===== config.mk =====
export PLATFORM = sky130hd
export DESIGN_NAME = seg_scan_ctrl
export DESIGN_NICKNAME = d
export VERILOG_FILES = /design/src/rtl/seg_scan_pkg.sv /design/src/rtl/seg_scan_ctrl_hex7seg.sv /design/src/rtl/seg_scan_ctrl.sv
export SDC_FILE = /design/constraint.sdc
export NUM_CORES = 1
export LEC_CHECK = 0
export CORE_ASPECT_RATIO = 0.6
export CORE_MARGIN = 2
export CORE_UTILIZATION = 46
export CTS_CLUSTER_DIAMETER = 200
export DETAILED_ROUTE_END_ITERATION = 8
export DONT_BUFFER_PORTS = 1
export REMOVE_ABC_BUFFERS = 1
export SYNTH_ARGS = -nofsm -noshare
export SYNTH_HDL_FRONTEND = slang
export SYNTH_SLANG_ARGS = --single-unit

===== constraint.sdc =====
create_clock -name clk -period 3.4 [get_ports clk]
set_input_delay 0.51 -clock clk [delete_from_list [all_inputs] [get_ports clk]]
set_output_delay 0.51 -clock clk [all_outputs]
set_load 0.02 [all_outputs]

===== src/rtl/seg_scan_pkg.sv =====
// seg_scan_pkg: shared types and constants for the seven-segment scan controller.
// Segment bit order is {g,f,e,d,c,b,a}, active-high.
package seg_scan_pkg;

  typedef enum logic {
    BLANK = 1'b0,
    DRIVE = 1'b1
  } scan_state_t;

  localparam logic [7:0] SEG_OFF = 8'h00;

  // Hex glyphs 0..F (lower-case b and d keep them distinct from 8 and 0)
  localparam logic [6:0] SEG_TABLE [16] = '{
    7'h3F, 7'h06, 7'h5B, 7'h4F, 7'h66, 7'h6D, 7'h7D, 7'h07,
    7'h7F, 7'h6F, 7'h77, 7'h7C, 7'h39, 7'h5E, 7'h79, 7'h71
  };

endpackage


===== src/rtl/seg_scan_ctrl_hex7seg.sv =====
// hex7seg: combinational nibble to seven-segment decoder.
module hex7seg
  import seg_scan_pkg::*;
(
  input  logic [3:0] i_nibble,
  output logic [6:0] o_seg
);

  assign o_seg = SEG_TABLE[i_nibble];

endmodule


===== src/rtl/seg_scan_ctrl.sv =====
// seg_scan_ctrl: time-multiplexed scan of NDIG seven-segment digits over one
// segment bus, with a valid/ready shadow register committed at frame boundaries.
// Optional build macro LEADING_ZERO_BLANK_EN: leading zero digits (dp clear,
// never digit 0) stay dark during their drive window.
module seg_scan_ctrl
  import seg_scan_pkg::*;
#(
  parameter int NDIG      = 4,
  parameter int SLOT_CYC  = 1000,
  parameter int BLANK_CYC = 16
) (
  input  logic                clk,
  input  logic                reset,
  input  logic                en,
  input  logic                ld_valid,
  input  logic [4*NDIG-1:0]   ld_data,
  input  logic [NDIG-1:0]     ld_dp,
  output logic                ld_ready,
  output logic [7:0]          seg,
  output logic [NDIG-1:0]     an,
  output logic                frame_done
);

  localparam int CNT_W = (SLOT_CYC > 1) ? $clog2(SLOT_CYC) : 1;
  localparam int DIG_W = (NDIG > 1) ? $clog2(NDIG) : 1;

  scan_state_t         r_state;
  logic [CNT_W-1:0]    r_cnt;
  logic [DIG_W-1:0]    r_dig;
  logic [4*NDIG-1:0]   r_disp;
  logic [NDIG-1:0]     r_disp_dp;
  logic [4*NDIG-1:0]   r_shadow;
  logic [NDIG-1:0]     r_shadow_dp;
  logic                r_pending;
  logic                r_ld_ready;
  logic [7:0]          r_seg;
  logic [NDIG-1:0]     r_an;
  logic                r_frame_done;

  logic                w_accept;
  logic                w_slot_end;
  logic                w_last_dig;
  logic                w_commit;
  logic [3:0]          w_nibble;
  logic [6:0]          w_seg7;
  logic                w_dp;
  logic                w_suppress;

  assign w_accept   = ld_valid && r_ld_ready;
  assign w_slot_end = (r_cnt == CNT_W'(SLOT_CYC - 1));
  assign w_last_dig = (r_dig == DIG_W'(NDIG - 1));
  assign w_commit   = en && (r_state == DRIVE) && w_slot_end && w_last_dig && r_pending;
  assign w_nibble   = r_disp[r_dig*4 +: 4];
  assign w_dp       = r_disp_dp[r_dig];

  hex7seg u_hex7seg (
    .i_nibble (w_nibble),
    .o_seg    (w_seg7)
  );

`ifdef LEADING_ZERO_BLANK_EN
  logic w_upper_zero;

  // Current digit and everything to its left are zero nibbles
  always_comb begin
    w_upper_zero = 1'b1;
    for (int i = 0; i < NDIG; i++) begin
      if ((i >= int'(r_dig)) && (r_disp[i*4 +: 4] != 4'h0)) w_upper_zero = 1'b0;
    end
  end

  assign w_suppress = (r_dig != '0) && w_upper_zero && !w_dp;
`else
  assign w_suppress = 1'b0;
`endif

  // Slot timing FSM with registered segment/anode outputs
  always_ff @(posedge clk) begin
    if (reset) begin
      r_state      <= BLANK;
      r_cnt        <= '0;
      r_dig        <= '0;
      r_seg        <= SEG_OFF;
      r_an         <= '1;
      r_frame_done <= 1'b0;
    end else begin
      r_frame_done <= 1'b0;
      if (en) begin
        case (r_state)
          BLANK: begin
            r_cnt <= r_cnt + 1'b1;
            if (r_cnt == CNT_W'(BLANK_CYC - 1)) begin
              r_state <= DRIVE;
              if (w_suppress) begin
                r_an  <= '1;
                r_seg <= SEG_OFF;
              end else begin
                r_an  <= ~(NDIG'(1) << r_dig);
                r_seg <= {w_dp, w_seg7};
              end
            end
          end
          DRIVE: begin
            if (w_slot_end) begin
              r_state      <= BLANK;
              r_cnt        <= '0;
              r_dig        <= w_last_dig ? '0 : r_dig + 1'b1;
              r_an         <= '1;
              r_seg        <= SEG_OFF;
              r_frame_done <= w_last_dig;
            end else begin
              r_cnt <= r_cnt + 1'b1;
            end
          end
          default: begin
            r_state <= BLANK;
            r_cnt   <= '0;
          end
        endcase
      end
    end
  end

  // Load handshake into the shadow and commit to the display at frame end.
  // Accept and commit are exclusive: accept needs pending low, commit needs it high.
  always_ff @(posedge clk) begin
    if (reset) begin
      r_disp      <= '0;
      r_disp_dp   <= '0;
      r_shadow    <= '0;
      r_shadow_dp <= '0;
      r_pending   <= 1'b0;
      r_ld_ready  <= 1'b1;
    end else if (w_commit) begin
      r_disp     <= r_shadow;
      r_disp_dp  <= r_shadow_dp;
      r_pending  <= 1'b0;
      r_ld_ready <= 1'b1;
    end else if (w_accept) begin
      r_shadow    <= ld_data;
      r_shadow_dp <= ld_dp;
      r_pending   <= 1'b1;
      r_ld_ready  <= 1'b0;
    end
  end

  assign ld_ready   = r_ld_ready;
  assign seg        = r_seg;
  assign an         = r_an;
  assign frame_done = r_frame_done;

endmodule


* Yosys cells after proc, flatten, opt, wreduce, memory -nomap -nowiden
Memories as Yosys holds them, arrays and structs flattened.
Index checks and enable logic that the tools add are counted.
** Storage, ports and cells
- Bits in writable memories :: 0
- ROM bits :: 112
- Bits of input ports :: 24
- Memories kept :: 1
- Latch bits :: 0
- Output and inout port bits :: 14
- Bits in registers :: 68
** Memory list
- (no name shown) :: words 16, width 7, rd ports 1, clocked after Yosys merged registers in 0, write ports 0, line seg_scan_ctrl_hex7seg.sv:9 : assign o_seg = SEG_TABLE[i_nibble];
** Cells by class
- Bitwise logic cells :: 6
- Order comparisons :: 2
- Reduce and logical (&&, ||, !) cells :: 10
- Equal/unequal tests :: 5
- Multipliers :: 0
- Add/sub/neg operators :: 2
- Divide/modulo/power cells :: 0
- Shifts and indexed selects :: 2
- Muxes and demuxes :: 16
** Operators by type and width (number)
- $pmux 10 s2 :: 1
- $mux 8 :: 2
- $pmux 8 s2 :: 1
- $shiftx 16x5->4 :: 1
- $mux 7 :: 2
- $add 10x1->10 const B :: 1
- $eq 10x10->1 const B :: 1
- $eq 10x4->1 const B :: 1
- $mux 10 :: 1
- $mux 4 :: 2
- $pmux 4 s2 :: 1
- $reduce_and 3->1 :: 2
- $ge 5x5->1 const B :: 1
- $logic_and 1x1->1 :: 5
- $not 4->5 :: 1
- $not 1->1 :: 4
- $not 4->4 :: 1
- $reduce_or 4->1 :: 1
- $shl 1x2->4 const A :: 1
- $lt 2x3->1 const B :: 1
- $mux 1 :: 3
- $add 2x1->2 const B :: 1
- $bmux 1 s2 :: 1
- $eq 2x2->1 const B :: 1
- other kinds (6) :: 6

* Logic depth before layout (Yosys ltp)
- Depth in word-level cells :: 7
- Mapped depth :: 8
- Depth with buffers taken out :: 7

* Hierarchy
A second synthesis with hierarchy kept.
** Second synthesis, totals
- Cell total of the unflattened synthesis :: 356
- Area, all modules :: 3215.6 µm²
** By module, submodules not included
- seg_scan_ctrl :: instances 1, cells each 323, sequential area each 1361.3 µm², area an instance 2927.8 µm²
- hex7seg :: instances 1, cells each 33, sequential area each 0.0 µm², area an instance 287.8 µm²

* Worst setup path before layout
Ideal clock, no wire load.
- Path type :: reg-to-reg
- Start :: register r_dig[0]
- End :: register r_seg[2], in the netlist seg[2]
- Setup time :: 0.070 ns
- Data arrival time :: 2.061 ns
- Setup slack :: 1.269 ns
- Buffers on the path :: 1
- Cell stages (with the launch flop) :: 9
- Period minus slack after synthesis :: 2.131 ns
- Path through :: dfxtp_1 buf_6 mux4_2 inv_1 ha_1 inv_1 and3_1 or4_1 a21oi_1
** Between the ends
- Word-level cells in the longest chain between the ends :: 7
** RTL lines
- start, declared :: line seg_scan_ctrl.sv:29 : logic [DIG_W-1:0] r_dig;
- start signal, assigned :: line seg_scan_ctrl.sv:107 : r_dig <= w_last_dig ? '0 : r_dig + 1'b1;
- $shiftx 16x5->4 :: line seg_scan_ctrl.sv:53 : assign w_nibble = r_disp[r_dig*4 +: 4];
- $not 4->5 (implied by the code) :: line seg_scan_ctrl_hex7seg.sv:9
- $mem_v2 16x7
- $mux 7 (implied by the code) (2 in series) :: line seg_scan_ctrl_hex7seg.sv:9
- $mux 8 :: line seg_scan_ctrl.sv:92 : if (r_cnt == CNT_W'(BLANK_CYC - 1)) begin
- $pmux 8 s2 :: line seg_scan_ctrl.sv:89 : case (r_state)
- end signal, assigned :: line seg_scan_ctrl.sv:99 : r_seg <= {w_dp, w_seg7};
- end, declared :: line seg_scan_ctrl.sv:36 : logic [7:0] r_seg;
No other way between the ends. The select of a mux whose other input is x is not followed.
A chain may end at the register's enable or synchronous reset.

* Worst setup path after layout
Ends and elaborated chain as after synthesis.

==> run_results.csv <==
group,metric,value,unit
timing,max_freq,0.408,GHz
critical_path,cp-start-kind,"flip-flop",
synthesis,synth_area_leaders,"dfxtp_1 (44%), a21oi_1 (7.5%), nand2_1 (5.7%)",
synthesis,ys_seq_area_share,44.2,%
placement,gp_congestion,0.795,
finish,diodes,0,
synthesis,synth_area_per_cell,8.58,sq um
synthesis,synthFlopType,"dfxtp_1",
placement,dp_hpwl,4150,um
timing,slew_violations,0,
timing,setup_viol,0,
drt,via_per_inst,5.48,
global_route,grt_max_degree,58,
floorplanning,dieArea,7390,sq um
floorplanning,ioPinCount,38,
drt,firstDrtPassIters,4,
cts,ctsResizeCount,0,
critical_path,worstPathRequired,3.69,ns
timing,rsz0062_at_grt,"no",
timing,totalNegativeSetupSlack,0,ns
cts,cts_tree,"yes",
floorplanning,fp.dieH,67.4,um
synthesis,ys.warnings.count,0,
hold_path,holdCritPathClass,"in2reg",
critical_path,critPathKind,"reg2reg",
cts,htree_levels,3,
timing,finalCritPeriodShare,72.1,%
synthesis,synth.ff_latch_count,68,
pwr,cellPowerDensity,432,nW/um^2
cts,clock-sinks,68,
timing,finClkSkew,0.00692,ns
critical_path,reg2reg_slack,0.95,ns
outcome,status,"finished, final reports clean",
finish,drive_above_1_share,5.83,%
floorplanning,core,6590,sq um
cts,clk_latency,0.35,ns
critical_path,worstPathMaxFanout,10,
drt,wl,6330,um
pwr,p_leak,0.00109,uW
floorplanning,start_util,46.8,%
cts,clkTransAtPathRegs,0.07,ns
floorplanning,dieWidth,110,um
cts,cts_setup_buffers,0,
synthesis,synth_top_area_share,44.2,%
drt,drcViolationCount,0,
pwr,peakVddDrop,0.288,mV
finish,final_nets,376,
synthesis,synth_top_area_cell,"dfxtp_1",
global_route,grt_overflow,0,
global_route,first_global_vias,2187,
timing,relSlewSlack,50.3,%
critical_path,critPathArrivalTime,2.74,ns
critical_path,worst_setup_path_end_kind,"flip-flop",
floorplanning,rows,23,
placement,io_buffers,0,
drt,vias,2355,
cts,clock-root-buffer,"clkbuf_8",
synthesis,synthCells,359,
cts,holdBufCountCts,0,
finish,area_growth_syn_to_layout,4.39,%
global_route,grt_pass1_wl,10500,um
global_route,antenna_found_initial,0,
finish,utilization,48.8,%
cts,cts_buffers,9,
timing,hold_violations,0,
drt,avgRoutedWirePerCell,14.7,um
synthesis,synth-edff-count,0,
cts,cts_buffer_depth,2,
synthesis,yosysMostFrequentCell,"dfxtp_1",
synthesis,async_flop_share,0,%
synthesis,syn_area,3080,sq um
synthesis,ys_top_cells_by_count,"dfxtp_1 (68), nand2_1 (47), a21oi_1 (46)",
timing,worst_pin_slew,0.745,ns
global_route,grt_use_total,19.1,%
job,maxCapViolCount,0,
drt,ant_nets,0,
drt,drt_first_iter_violations,158,
timing,min_period,2.45,ns
synthesis,synth_cell_types,40,
==> per-layer routing <==
metal	global-route usage [%]	up-vias	wire [um]
met1	26.9	1072	3410
met3	7.72	6	395
met5	0	-	0
li1	-	1216	-
met2	26.2	61	2460
met4	6.65	0	61
==> sequential cells by signal (all words and copies together), names as in the netlist <==
signal       flops
r_dig            2
seg              8
r_disp          16
r_state          1
an               4
r_disp_dp        4
r_shadow        16
r_pending        1
r_shadow_dp      4
ld_ready         1
r_cnt           10
frame_done       1
==> report_power, final <==
group / leakage (uW) / internal [uW] / switching (uW)
sequential: 0.000552 / 813 / 10.3
clock: 0.0000803 / 246 / 282
combinational: 0.000462 / 15.3 / 22.9
==> logic make-up after synthesis <==
group	count (synthesis)	share of synthesized area [%]
AO/OA/AOI/OAI	82	14.5
XOR/XNOR	9	2.56
adder cells (fa/ha/maj)	11	4.47
buffers and inverters	39	5.28
flip-flops	68	44.2
multiplexers	11	5.85
AND/OR/NAND/NOR	139	23.2
==> worst paths after layout <==
check,startpoint,to,depth (start not counted)
max,r_dig[0],seg[2],7
min,reset,r_shadow[14],1
max reg2reg,r_dig[0],seg[2],7
min reg2reg,r_disp[4],r_disp[4],2
==> cell usage in the layout (no fill, tap or decap), types with 2 or more instances in the layout <==
master    count
nor4_1        2
a21oi_1      46
inv_1         8
a21o_1        4
mux4_2        3
nand3_1      34
nor2b_1       3
nor3b_1       2
ha_1         11
o31ai_1       5
clkbuf_8      9
nand3b_1      6
buf_4         2
dfxtp_1      68
and4_1        3
clkinv_2      4
xnor2_1       4
or3b_1        4
nand2b_1      3
and2_1        4
o21ai_0      23
mux4_1        2
nor3_1        4
and3_1        2
mux2i_1       6
nor2_1       14
nand4_1       5
xor2_1        5
nand2_1      47
==> final cells by class <==
cell class	count	area, sq um
Clock buffer	9	124
Clock inverter	4	20.0
Fill cell	628	3370
Inverter	8	30.0
Multi-Input combinational cell	252	1560
Sequential cell	68	1360
Tap cell	87	109
Timing Repair Buffer	2	15.0
==> critical path: stages (launching register included) <==
cell     delay [ns]
dfxtp_1        0.63
mux4_2         0.64
inv_1          0.16
ha_1           0.24
inv_1          0.07
and3_1         0.13
or4_1          0.39
a21oi_1        0.14
==> metrics by stage <==
step / hold slack (ns) / total power [uW] / setup slack (ns) / std cells / instance area, sq um
6_report: 0.224 / 1390 / 0.948 / 430 / 3220
5_1_grt: 0.196 / 1450 / 0.760 / 430 / 3220
4_1_cts: 0.205 / 1410 / 0.916 / 430 / 3220
3_5_place_dp: 0.436 / 880 / 0.930 / 417 / 3070
3_3_place_gp: 0.430 / 879 / 1.04 / 417 / 3070
2_1_floorplan: 0.421 / 869 / 1.13 / 328 / 2950
(Power assumes the default switching activity.)
